### config.mk
export PLATFORM = sky130hd
export DESIGN_NAME = fft_stage_sequencer_flat
export DESIGN_NICKNAME = d
export VERILOG_FILES = /design/src/rtl/fft_pkg.sv /design/src/rtl/fft_stage_sequencer_if.sv /design/src/rtl/fft_addr_gen.sv /design/src/rtl/fft_stage_sequencer.sv /design/src/flat_wrapper.sv
export SDC_FILE = /design/constraint.sdc
export NUM_CORES = 1
export LEC_CHECK = 0
export ABC_AREA = 0
export ABC_CLOCK_PERIOD_IN_PS = 2900
export BUFFER_PORTS_ARGS = -buffer_cell sky130_fd_sc_hd__buf_2
export CAP_MARGIN = 20
export CORE_ASPECT_RATIO = 0.7
export CORE_MARGIN = 2
export CORE_UTILIZATION = 52
export DETAILED_ROUTE_END_ITERATION = 8
export GPL_TIMING_DRIVEN = 0
export PLACE_DENSITY = 0.76
export SLEW_MARGIN = 20
export SYNTH_ARGS = -nofsm -noshare
export SYNTH_HDL_FRONTEND = slang
export SYNTH_SLANG_ARGS = --single-unit
### constraint.sdc
create_clock -name clk_i -period 2.9 [get_ports clk_i]
set_clock_uncertainty 0.05 [all_clocks]
set_input_delay 0.145 -clock clk_i [delete_from_list [all_inputs] [get_ports clk_i]]
set_output_delay 0.145 -clock clk_i [all_outputs]
set_load 0.02 [all_outputs]
### src/rtl/fft_pkg.sv
// fft_pkg: definitions shared by the FFT sequencer, butterfly and twiddle ROM.
//   fft_state_e  : sequencer FSM states
//   clog2        : ceil(log2(v)), usable in parameter expressions
//   DEF_N_POINTS : default transform length
//   DEF_PIPE_LAT : default read-to-write-back latency
package fft_pkg;

    typedef enum logic [1:0] {
        ST_IDLE  = 2'd0,
        ST_RUN   = 2'd1,
        ST_DRAIN = 2'd2,
        ST_DONE  = 2'd3
    } fft_state_e;

    localparam int unsigned DEF_N_POINTS = 64;
    localparam int unsigned DEF_PIPE_LAT = 2;

    function automatic int unsigned clog2(input int unsigned v);
        int unsigned r;
        int unsigned p;
        r = 0;
        p = 1;
        while (p < v) begin
            p = p << 1;
            r = r + 1;
        end
        return r;
    endfunction

endpackage

### src/rtl/fft_stage_sequencer_if.sv
// fft_stage_sequencer_if: control and memory-side signals of the FFT stage
// sequencer.
//   master : the sequencer (takes start_i, drives status, read and write-back strobes/addresses)
//   slave  : the environment (drives start_i, observes everything else)
interface fft_stage_sequencer_if #(
    parameter int unsigned LOG2N  = 6,
    parameter int unsigned ADDR_W = LOG2N
);
    logic                start_i;
    logic                busy_o;
    logic                done_o;
    logic [LOG2N-1:0]    stage_o;
    logic                rd_en_o;
    logic [ADDR_W-1:0]   rd_addr_a_o;
    logic [ADDR_W-1:0]   rd_addr_b_o;
    logic [LOG2N-2:0]    tw_addr_o;
    logic                wr_en_o;
    logic [ADDR_W-1:0]   wr_addr_a_o;
    logic [ADDR_W-1:0]   wr_addr_b_o;

    modport master (
        input  start_i,
        output busy_o, done_o, stage_o,
        output rd_en_o, rd_addr_a_o, rd_addr_b_o, tw_addr_o,
        output wr_en_o, wr_addr_a_o, wr_addr_b_o
    );

    modport slave (
        output start_i,
        input  busy_o, done_o, stage_o,
        input  rd_en_o, rd_addr_a_o, rd_addr_b_o, tw_addr_o,
        input  wr_en_o, wr_addr_a_o, wr_addr_b_o
    );
endinterface

### src/rtl/fft_addr_gen.sv
// fft_addr_gen: combinational radix-2 DIT butterfly address map.
//   s_i      : stage index
//   k_i      : butterfly index within the stage, 0..N/2-1
//   addr_a_o : upper operand address
//   addr_b_o : lower operand address (addr_a_o + 2^s)
//   tw_o     : twiddle ROM index
module fft_addr_gen #(
    parameter int unsigned LOG2N  = 6,
    parameter int unsigned ADDR_W = LOG2N
) (
    input  logic [LOG2N-1:0]  s_i,
    input  logic [LOG2N-2:0]  k_i,
    output logic [ADDR_W-1:0] addr_a_o,
    output logic [ADDR_W-1:0] addr_b_o,
    output logic [LOG2N-2:0]  tw_o
);
    localparam int unsigned TW_W = LOG2N - 1;

    logic [ADDR_W-1:0] k_ext;
    logic [ADDR_W-1:0] half;
    logic [ADDR_W-1:0] pos;
    logic [ADDR_W-1:0] group;
    logic [LOG2N-1:0]  tw_sh;

    always_comb begin
        k_ext    = ADDR_W'(k_i);
        half     = ADDR_W'(1) << s_i;
        pos      = k_ext & (half - ADDR_W'(1));
        group    = k_ext >> s_i;
        addr_a_o = (group << (s_i + LOG2N'(1))) | pos;
        addr_b_o = addr_a_o + half;
        tw_sh    = LOG2N'(LOG2N - 1) - s_i;
        // pos < 2^s, so the shifted index always fits in LOG2N-1 bits
        tw_o     = TW_W'(pos << tw_sh);
    end
endmodule

### src/rtl/fft_stage_sequencer.sv
// fft_stage_sequencer: drives one shared butterfly over all log2(N) stages of
// an in-place radix-2 DIT FFT. Issues one read pair + twiddle index per cycle,
// replays the pair as a write-back PIPE_LAT cycles later, and idles PIPE_LAT
// drain cycles between stages so no stage reads unwritten data.
//   clk_i : clock, rising edge
//   rst_i : asynchronous active-high reset
//   bus   : start/busy/done control, read and write-back strobes/addresses
module fft_stage_sequencer
    import fft_pkg::*;
#(
    parameter int unsigned N_POINTS = DEF_N_POINTS,
    parameter int unsigned LOG2N    = clog2(N_POINTS),
    parameter int unsigned ADDR_W   = LOG2N,
    parameter int unsigned PIPE_LAT = DEF_PIPE_LAT
) (
    input logic                   clk_i,
    input logic                   rst_i,
    fft_stage_sequencer_if.master bus
);
    localparam int unsigned K_W   = LOG2N - 1;
    localparam int unsigned TW_W  = LOG2N - 1;
    localparam int unsigned CNT_W = clog2(PIPE_LAT + 1);

    typedef struct packed {
        logic              valid;
        logic [ADDR_W-1:0] a;
        logic [ADDR_W-1:0] b;
    } wb_t;

    fft_state_e        state_q, state_d;
    logic [LOG2N-1:0]  stage_q, stage_d;
    logic [K_W-1:0]    k_q, k_d;
    logic [CNT_W-1:0]  cnt_q, cnt_d;
    logic              busy_q, busy_d;
    logic              done_q, done_d;
    logic              rd_en_q, rd_en_d;
    logic [ADDR_W-1:0] rd_a_q, rd_a_d;
    logic [ADDR_W-1:0] rd_b_q, rd_b_d;
    logic [TW_W-1:0]   tw_q, tw_d;
    wb_t               pipe_q [PIPE_LAT];
    wb_t               pipe_d [PIPE_LAT];

    logic [ADDR_W-1:0] gen_a;
    logic [ADDR_W-1:0] gen_b;
    logic [TW_W-1:0]   gen_tw;

    fft_addr_gen #(
        .LOG2N  (LOG2N),
        .ADDR_W (ADDR_W)
    ) u_addr_gen (
        .s_i      (stage_q),
        .k_i      (k_q),
        .addr_a_o (gen_a),
        .addr_b_o (gen_b),
        .tw_o     (gen_tw)
    );

    always_comb begin
        state_d = state_q;
        stage_d = stage_q;
        k_d     = k_q;
        cnt_d   = cnt_q;
        busy_d  = 1'b0;
        done_d  = 1'b0;
        rd_en_d = 1'b0;
        rd_a_d  = '0;
        rd_b_d  = '0;
        tw_d    = '0;

        case (state_q)
            ST_IDLE: begin
                if (bus.start_i) begin
                    state_d = ST_RUN;
                    stage_d = '0;
                    k_d     = '0;
                end
            end
            ST_RUN: begin
                busy_d  = 1'b1;
                rd_en_d = 1'b1;
                rd_a_d  = gen_a;
                rd_b_d  = gen_b;
                tw_d    = gen_tw;
                if (k_q == '1) begin
                    state_d = ST_DRAIN;
                    cnt_d   = '0;
                end else begin
                    k_d = k_q + K_W'(1);
                end
            end
            ST_DRAIN: begin
                busy_d = 1'b1;
                if (cnt_q == CNT_W'(PIPE_LAT - 1)) begin
                    if (stage_q == LOG2N'(LOG2N - 1)) begin
                        state_d = ST_DONE;
                    end else begin
                        state_d = ST_RUN;
                        stage_d = stage_q + LOG2N'(1);
                        k_d     = '0;
                    end
                end else begin
                    cnt_d = cnt_q + CNT_W'(1);
                end
            end
            ST_DONE: begin
                done_d  = 1'b1;
                state_d = ST_IDLE;
                stage_d = '0;
            end
            default: state_d = ST_IDLE;
        endcase
    end

    // Write-back delay line: head is fed from the registered read outputs,
    // so the tail lines up exactly PIPE_LAT cycles behind rd_*.
    always_comb begin
        pipe_d[0] = '{valid: rd_en_q, a: rd_a_q, b: rd_b_q};
        for (int unsigned i = 1; i < PIPE_LAT; i++) begin
            pipe_d[i] = pipe_q[i-1];
        end
    end

    always_ff @(posedge clk_i or posedge rst_i) begin
        if (rst_i) begin
            state_q <= ST_IDLE;
            stage_q <= '0;
            k_q     <= '0;
            cnt_q   <= '0;
            busy_q  <= 1'b0;
            done_q  <= 1'b0;
            rd_en_q <= 1'b0;
            rd_a_q  <= '0;
            rd_b_q  <= '0;
            tw_q    <= '0;
            for (int unsigned i = 0; i < PIPE_LAT; i++) begin
                pipe_q[i] <= '0;
            end
        end else begin
            state_q <= state_d;
            stage_q <= stage_d;
            k_q     <= k_d;
            cnt_q   <= cnt_d;
            busy_q  <= busy_d;
            done_q  <= done_d;
            rd_en_q <= rd_en_d;
            rd_a_q  <= rd_a_d;
            rd_b_q  <= rd_b_d;
            tw_q    <= tw_d;
            for (int unsigned i = 0; i < PIPE_LAT; i++) begin
                pipe_q[i] <= pipe_d[i];
            end
        end
    end

    assign bus.busy_o      = busy_q;
    assign bus.done_o      = done_q;
    assign bus.stage_o     = stage_q;
    assign bus.rd_en_o     = rd_en_q;
    assign bus.rd_addr_a_o = rd_a_q;
    assign bus.rd_addr_b_o = rd_b_q;
    assign bus.tw_addr_o   = tw_q;
    assign bus.wr_en_o     = pipe_q[PIPE_LAT-1].valid;
    assign bus.wr_addr_a_o = pipe_q[PIPE_LAT-1].a;
    assign bus.wr_addr_b_o = pipe_q[PIPE_LAT-1].b;
endmodule

### src/flat_wrapper.sv
// flat-port wrapper written by rule: the top's interface ports become plain ports
module fft_stage_sequencer_flat import fft_pkg::*;
#(
    parameter int unsigned N_POINTS = DEF_N_POINTS,
    parameter int unsigned LOG2N    = clog2(N_POINTS),
    parameter int unsigned ADDR_W   = LOG2N,
    parameter int unsigned PIPE_LAT = DEF_PIPE_LAT
)
  (clk_i, rst_i, bus_start_i, bus_busy_o, bus_done_o, bus_stage_o, bus_rd_en_o, bus_rd_addr_a_o, bus_rd_addr_b_o, bus_tw_addr_o, bus_wr_en_o, bus_wr_addr_a_o, bus_wr_addr_b_o);
  fft_stage_sequencer_if #(.LOG2N(LOG2N), .ADDR_W(ADDR_W)) bus_i ();
  input logic clk_i;
  input logic rst_i;
  input wire logic [$bits(bus_i.start_i)-1:0] bus_start_i;
  output wire logic [$bits(bus_i.busy_o)-1:0] bus_busy_o;
  output wire logic [$bits(bus_i.done_o)-1:0] bus_done_o;
  output wire logic [$bits(bus_i.stage_o)-1:0] bus_stage_o;
  output wire logic [$bits(bus_i.rd_en_o)-1:0] bus_rd_en_o;
  output wire logic [$bits(bus_i.rd_addr_a_o)-1:0] bus_rd_addr_a_o;
  output wire logic [$bits(bus_i.rd_addr_b_o)-1:0] bus_rd_addr_b_o;
  output wire logic [$bits(bus_i.tw_addr_o)-1:0] bus_tw_addr_o;
  output wire logic [$bits(bus_i.wr_en_o)-1:0] bus_wr_en_o;
  output wire logic [$bits(bus_i.wr_addr_a_o)-1:0] bus_wr_addr_a_o;
  output wire logic [$bits(bus_i.wr_addr_b_o)-1:0] bus_wr_addr_b_o;
  assign bus_i.start_i = bus_start_i;
  assign bus_busy_o = bus_i.busy_o;
  assign bus_done_o = bus_i.done_o;
  assign bus_stage_o = bus_i.stage_o;
  assign bus_rd_en_o = bus_i.rd_en_o;
  assign bus_rd_addr_a_o = bus_i.rd_addr_a_o;
  assign bus_rd_addr_b_o = bus_i.rd_addr_b_o;
  assign bus_tw_addr_o = bus_i.tw_addr_o;
  assign bus_wr_en_o = bus_i.wr_en_o;
  assign bus_wr_addr_a_o = bus_i.wr_addr_a_o;
  assign bus_wr_addr_b_o = bus_i.wr_addr_b_o;
  fft_stage_sequencer #(.N_POINTS(N_POINTS), .LOG2N(LOG2N), .ADDR_W(ADDR_W), .PIPE_LAT(PIPE_LAT)) u_core (.clk_i(clk_i), .rst_i(rst_i), .bus(bus_i));
endmodule
==> flow_summary.json, run 1 <==
{
  "portBuffers": 41,
  "worst_slack_ps": -240,
  "violations": "setup timing",
  "initial_utilization": 0.543,
  "gp_congestion": 0.937,
  "drv_cap": 0,
  "intPower_uw": 1340,
  "synth.most_common_cell": "dfrtp_1",
  "pin_count": 42,
  "ys_seq_elements": 61,
  "synthTopCellsByCount": "dfrtp_1, nand2_1, o21ai_0",
  "worstPathMaxFanout": 7,
  "synth_cell_types": 57,
  "status": "finished, violations left",
  "drive_above_1_share": 0.391,
  "fin_crit_sh": 1.08,
  "drt_iter0_drc": 238,
  "tritoncts": "done",
  "powerDensity_mw_per_mm2": 414,
  "ctsRootBufferMaster": "clkbuf_8",
  "synth_fp_nets": 330,
  "vdd_drop_max_mv": 0.204,
  "tightest_slew_ps": 733,
  "nNetsFinal": 413,
  "synth_top_area_cell": "dfrtp_1",
  "p_comb_frac": 0.011,
  "hold_violations": 0,
  "avgViaCountPerCell": 5.65,
  "drtPass1Iterations": 5,
  "yosys-top-cells-area": "dfrtp_1, ha_1, o21ai_0",
  "crit_required_ps": 3120,
  "wl_um": 7910,
  "max-slew-margin-rel": 0.511,
  "final_util": 0.711,
  "grt_pass1_vias": 2497,
  "fill_cells": 429,
  "hpwl_um": 5110,
  "dr_wl_met2_um": 3460,
  "wl_met3_um": 616,
  "grt-ovfl-total": 0,
  "cts.sinks": 61,
  "yosysTopAreaCellShare": 0.486,
  "antenna_found_initial": 0,
  "ys_seq_area_frac": 0.486,
  "avgSynthCellArea_um2": 10.2,
  "max_freq_ghz": 0.318,
  "area_growth_pct": 30.9,
  "wl_per_cell_um": 16.8,
  "period_needed_ps": 3140,
  "pwr-share-clk": 0.489,
  "antenna_cells": 0,
  "top_layer": "met4",
  "startpoint_type": "flop",
  "critPathKind": "flop to flop",
  "core_mm2": 0.00578,
  "rows": 23,
  "min_path_type": "input port to flop",
  "grt_max_degree": 62,
  "cts_buffers": 9,
  "grt_pass1_wl_um": 12700,
  "crit_arrival_ps": 3360,
  "pwr-share-seq": 0.500,
  "setup_violations": 2,
  "p_leak_uw": 0.00197,
  "die_w_um": 96.9,
  "finalMaxSlewViolations": 0,
  "place_area_mm2": 0.00349,
  "stdcell_area_mm2": 0.00411,
  "syn_area_mm2": 0.00314,
  "power_switching_uw": 365,
  "grtUsageTotal": 0.241,
  "num_vias": 2660,
  "die_area_mm2": 0.00669,
  "netlist_instances": 308,
  "clkLatencyLatePin_ps": 340,
  "clk_pin_slew_ps": 70,
  "rsz0062_at_grt": "true",
  "wl_met1_um": 3710,
  "h-tree-depth": 3,
  "synthFlopType": "dfrtp_1",
  "power_uw": 1700,
  "ys.warnings.count": 0,
  "die_h_um": 69.0,
  "cts_max_path_buffers": 2,
  "postRouteAntennaNets": 0,
  "switching_share": 0.215,
  "async_reset_ff_frac": 1.00,
  "drc_errors": 0,
  "synth-edff-count": 0,
  "endpoint_kind": "flop",
  "timing.hold.ws_ps": 299,
  "setup_tns_ps": -303
}
path summary, 6_finish.rpt:
path                                        from                        end  slack [ps]  cells after the start
min in group asynchronous                  rst_i         u_core.bus.wr_en_o         430                      3
setup reg to reg           u_core.bus.stage_o[3]  u_core.bus.rd_addr_b_o[5]        -240                     11
setup / recovery           u_core.bus.stage_o[3]  u_core.bus.rd_addr_b_o[5]        -240                     11
hold reg to reg                 u_core.pipe_d[6]  u_core.bus.wr_addr_a_o[0]         300                      0
hold / removal                       bus_start_i              u_core.k_q[0]         300                      5
max in group asynchronous                  rst_i              u_core.k_q[2]        1850                      3
per-stage QoR:
stage	cells	setup WS [ps]
5_1_grt	471	-373
3_5_place_dp	424	-482
6_report	471	-240
2_1_floorplan	308	-117
4_1_cts	460	-227
3_3_place_gp	424	-442
cell type report:
cell class | count | area, um2 | share of cell area
multi-input cells | 203 | 1580 | 0.383
flip-flops and latches | 61 | 1540 | 0.373
repair buffers | 73 | 452 | 0.110
plain buffers | 25 | 173 | 0.0420
clock buffers | 10 | 128 | 0.0310
well taps | 75 | 93.8 | 0.0228
clock inverters | 6 | 86.3 | 0.0210
inverters | 18 | 70.1 | 0.0170
worst max-delay path, stage by stage (launching register included):
cell and delay [ps]:
dfrtp_1 440, or4_4 530, buf_6 150, or3_4 350
xnor2_2 140, o22ai_2 180, ha_4 240, nand2_1 90
o21ai_2 80, o311a_1 300, or3_1 340, mux2i_1 150
cell usage in the layout (no fill, tap or decap), types with 3 or more instances in the layout:
master,n
nand3b_1,3
clkbuf_2,3
clkbuf_1,4
and2_1,6
ha_1,11
nand4_1,5
a21oi_1,7
nor2_1,10
nand3_1,9
buf_6,4
mux2i_1,4
a31oi_1,4
clkbuf_8,9
and3_1,4
nand2_1,25
o21ai_0,24
buf_2,44
inv_1,16
or3_1,3
a22o_1,4
nand2b_1,3
a211o_1,3
a211oi_1,3
o22ai_1,3
o31ai_1,3
ha_4,6
nor3_1,8
buf_4,43
dfrtp_1,54
dfrtp_2,7
power by group through the flow:
stage / Clock [uW] / Combinational (uW) / Sequential (uW)
final: 833 / 18.7 / 850
after global routing: 888 / 23.2 / 850
after CTS: 848 / 20.3 / 850
after detailed placement: 0 / 19.3 / 867
after global placement: 0 / 17.8 / 867
after floorplan: 0 / 12.7 / 867
routing by layer:
layer	track usage	vias to the layer above
met2	0.350	123
met5	0	-
met4	0.0751	0
met3	0.0771	18
met1	0.345	1278
li1	-	1241
registers in the layout, summed over array words and instances (netlist names):
name                    cells
u_core.bus.rd_en_o          1
u_core.bus.done_o           1
u_core.bus.stage_o          6
u_core.state_q              2
u_core.bus.wr_en_o          1
u_core.bus.wr_addr_b_o      6
u_core.cnt_q                2
u_core.bus.rd_addr_b_o      6
u_core.bus.tw_addr_o        5
u_core.bus.wr_addr_a_o      6
u_core.k_q                  5
u_core.pipe_d              13
u_core.bus.rd_addr_a_o      6
u_core.bus.busy_o           1
what timing repair did:
item                                    CTS  global route
endpoints found under the setup margin    4             4
hold buffers                              1             0
setup buffers                            20            11
pin swaps                                11            11
gates resized for setup                  24            21
cloned                                    0             0
endpoints found under the hold margin    61             0
cells by family after synthesis:
| kind of cell | share of synthesized area |
|---|---|
| flops | 0.486 |
| mux | 0.0199 |
| fa+ha+maj | 0.0781 |
| compound gates | 0.154 |
| xor+xnor | 0.0163 |
| simple gates | 0.176 |
| buf+inv | 0.0701 |
No activity file was read; power rests on OpenSTA's default activity.
==> run 2, diff against run 1 <==
--- a/config.mk
+++ b/config.mk
@@ -13,7 +13,6 @@
 export CORE_MARGIN = 2
 export CORE_UTILIZATION = 52
 export DETAILED_ROUTE_END_ITERATION = 8
-export GPL_TIMING_DRIVEN = 0
 export PLACE_DENSITY = 0.76
 export SLEW_MARGIN = 20
 export SYNTH_ARGS = -nofsm -noshare
==> constraint.sdc (replaced) <==
create_clock -name clk_i -period 2.9 [get_ports clk_i]
set_clock_uncertainty 0.05 [all_clocks]
set_input_delay 0.145 -clock clk_i [delete_from_list [all_inputs] [get_ports clk_i]]
set_output_delay 0.145 -clock clk_i [all_outputs]
set_load 0.1 [all_outputs]
==> flow_summary.json, run 2 (synthesized netlist as in run 1, its figures left out) <==
{
  "vdd_drop_max_mv": 0.234,
  "p_leak_uw": 0.00203,
  "gp_congestion": 0.951,
  "drtPass1Iterations": 5,
  "setup_violations": 3,
  "clk_pin_slew_ps": 70,
  "fin_crit_sh": 1.06,
  "antenna_found_initial": 0,
  "largest_reg_flops": 13,
  "worstRegToRegCells": 12,
  "fill_cells": 383,
  "core_mm2": 0.00578,
  "seqCellArea_mm2": 0.00153,
  "rsz0062_at_grt": "true",
  "final_util": 0.722,
  "fin_cells": 482,
  "timing.hold.ws_ps": 287,
  "grt_max_degree": 50,
  "grtUsageTotal": 0.248,
  "drc_errors": 0,
  "met3_usage": 0.0913,
  "worstPathMaxFanout": 6,
  "min_path_type": "input port to flop",
  "nNetsFinal": 424,
  "period_needed_ps": 3080,
  "grt-ovfl-total": 0,
  "postRouteAntennaNets": 0,
  "layout_common_cells": "buf_4, dfrtp_1, buf_2",
  "rows": 23,
  "startpoint_type": "flop",
  "worst_slack_ps": -175,
  "grt_pass1_vias": 2555,
  "final_common_cell": "buf_4",
  "ctsRootBufferMaster": "clkbuf_8",
  "min_from": "bus_start_i",
  "clkLatencyLatePin_ps": 350,
  "cts.sinks": 61,
  "h-tree-depth": 3,
  "area_growth_pct": 32.9,
  "avgViaCountPerCell": 5.71,
  "grt_pass1_wl_um": 13000,
  "drive_above_1_share": 0.413,
  "endpoint_kind": "flop",
  "r2r_slack_ps": -180,
  "max-slew-margin-rel": 0.461,
  "cts_buffers": 9,
  "num_vias": 2751,
  "max_freq_ghz": 0.325,
  "use_met2": 0.353,
  "status": "finished, violations left",
  "tightest_slew_ps": 808,
  "portBuffers": 41,
  "die_h_um": 69.0,
  "die_area_mm2": 0.00669,
  "drt_iter0_drc": 277,
  "timing.rr.start": "u_core.bus.stage_o[2]",
  "violations": "setup timing",
  "antenna_cells": 0,
  "cts_max_path_buffers": 2,
  "wl_um": 8070,
  "dp.cells": 450,
  "drv_cap": 0,
  "multi_input_area_mm2": 0.00155,
  "hpwl_um": 5570,
  "grtUsageMet1": 0.354,
  "tritoncts": "done",
  "hold_end": "u_core.k_q[3]",
  "die_w_um": 96.9,
  "critPathKind": "flop to flop",
  "wl_per_cell_um": 16.7,
  "hold_violations": 0,
  "grt_busiest_layer": "met1",
  "initial_utilization": 0.543,
  "powerDensity_mw_per_mm2": 389,
  "reg2reg_to": "u_core.bus.rd_addr_b_o[5]",
  "finalMaxSlewViolations": 0,
  "holdPathStages": 5,
  "crit_required_ps": 3120,
  "crit_arrival_ps": 3300,
  "pin_count": 42
}
run 2: changes by cell type in the layout (fill, tap and decap cells not counted), sizes merged:
cell,before,now
buf,91,108
clkbuf,16,9
clkinv,3,7
bufinv,2,1
clkinvlp,1,0
inv,18,17
run 2: worst max-delay path, cell delays in order (launching register included):
cell	delay [ps]
dfrtp_2	430
buf_6	130
ha_1	200
and3b_2	240
a211oi_4	380
nand4_1	240
nand3_2	170
ha_4	220
nand2_2	90
o21ai_2	60
o311a_1	340
or3_1	320
mux2i_1	140
run 2: worst max path at each step:
stage | start | slack, ps | depth (start not counted) | to
after floorplan | u_core.bus.stage_o[0] | -380 | 11 | u_core.bus.rd_addr_b_o[5]
after global placement | u_core.bus.stage_o[1] | -150 | 11 | u_core.bus.rd_addr_b_o[5]
after detailed placement | u_core.bus.stage_o[2] | -170 | 12 | u_core.bus.rd_addr_b_o[5]
after CTS | u_core.bus.stage_o[1] | -100 | 12 | u_core.bus.rd_addr_b_o[5]
after global routing | u_core.bus.stage_o[2] | -280 | 12 | u_core.bus.rd_addr_b_o[5]
final | u_core.bus.stage_o[2] | -180 | 12 | u_core.bus.rd_addr_b_o[5]
run 2: report_power, final:
part	total [uW]	switching, uW	internal (uW)
clock	756	356	400
sequential	850	0	850
combinational	19.2	16.2	2.98
run 2: metal layers:
| layer | vias up | wire length [um] |
|---|---|---|
| met4 | 0 | 127 |
| met1 | 1332 | 3710 |
| li1 | 1267 | - |
| met2 | 139 | 3510 |
| met3 | 13 | 716 |
| met5 | - | 0 |
run 2: repair_timing:
action | 4_1_cts | 5_1_grt
resized for setup | 15 | 15
setup buffers | 10 | 5
pin swaps | 9 | 11
hold buffers | 0 | 1
setup endpoints to repair | 2 | 3
gates cloned | 0 | 0
endpoints found under the hold margin | 0 | 48
run 2: metrics by stage:
stage	area, um2	TNS, ps	total power [uW]	worst slack, ps
2_1_floorplan	3210	-466	879	-379
3_3_place_gp	3720	-245	886	-147
3_5_place_dp	3720	-257	886	-167
4_1_cts	4060	-101	1630	-101
5_1_grt	4180	-615	1690	-282
6_report	4180	-266	1630	-175
run 2: area by class of cell:
type                    instances  share of cell area
well taps                      75              0.0225
clock buffers                   9              0.0297
inverters                      18              0.0165
flip-flops and latches         61               0.367
clock inverters                 7              0.0180
multi-input cells             203               0.371
repair buffers                109               0.175
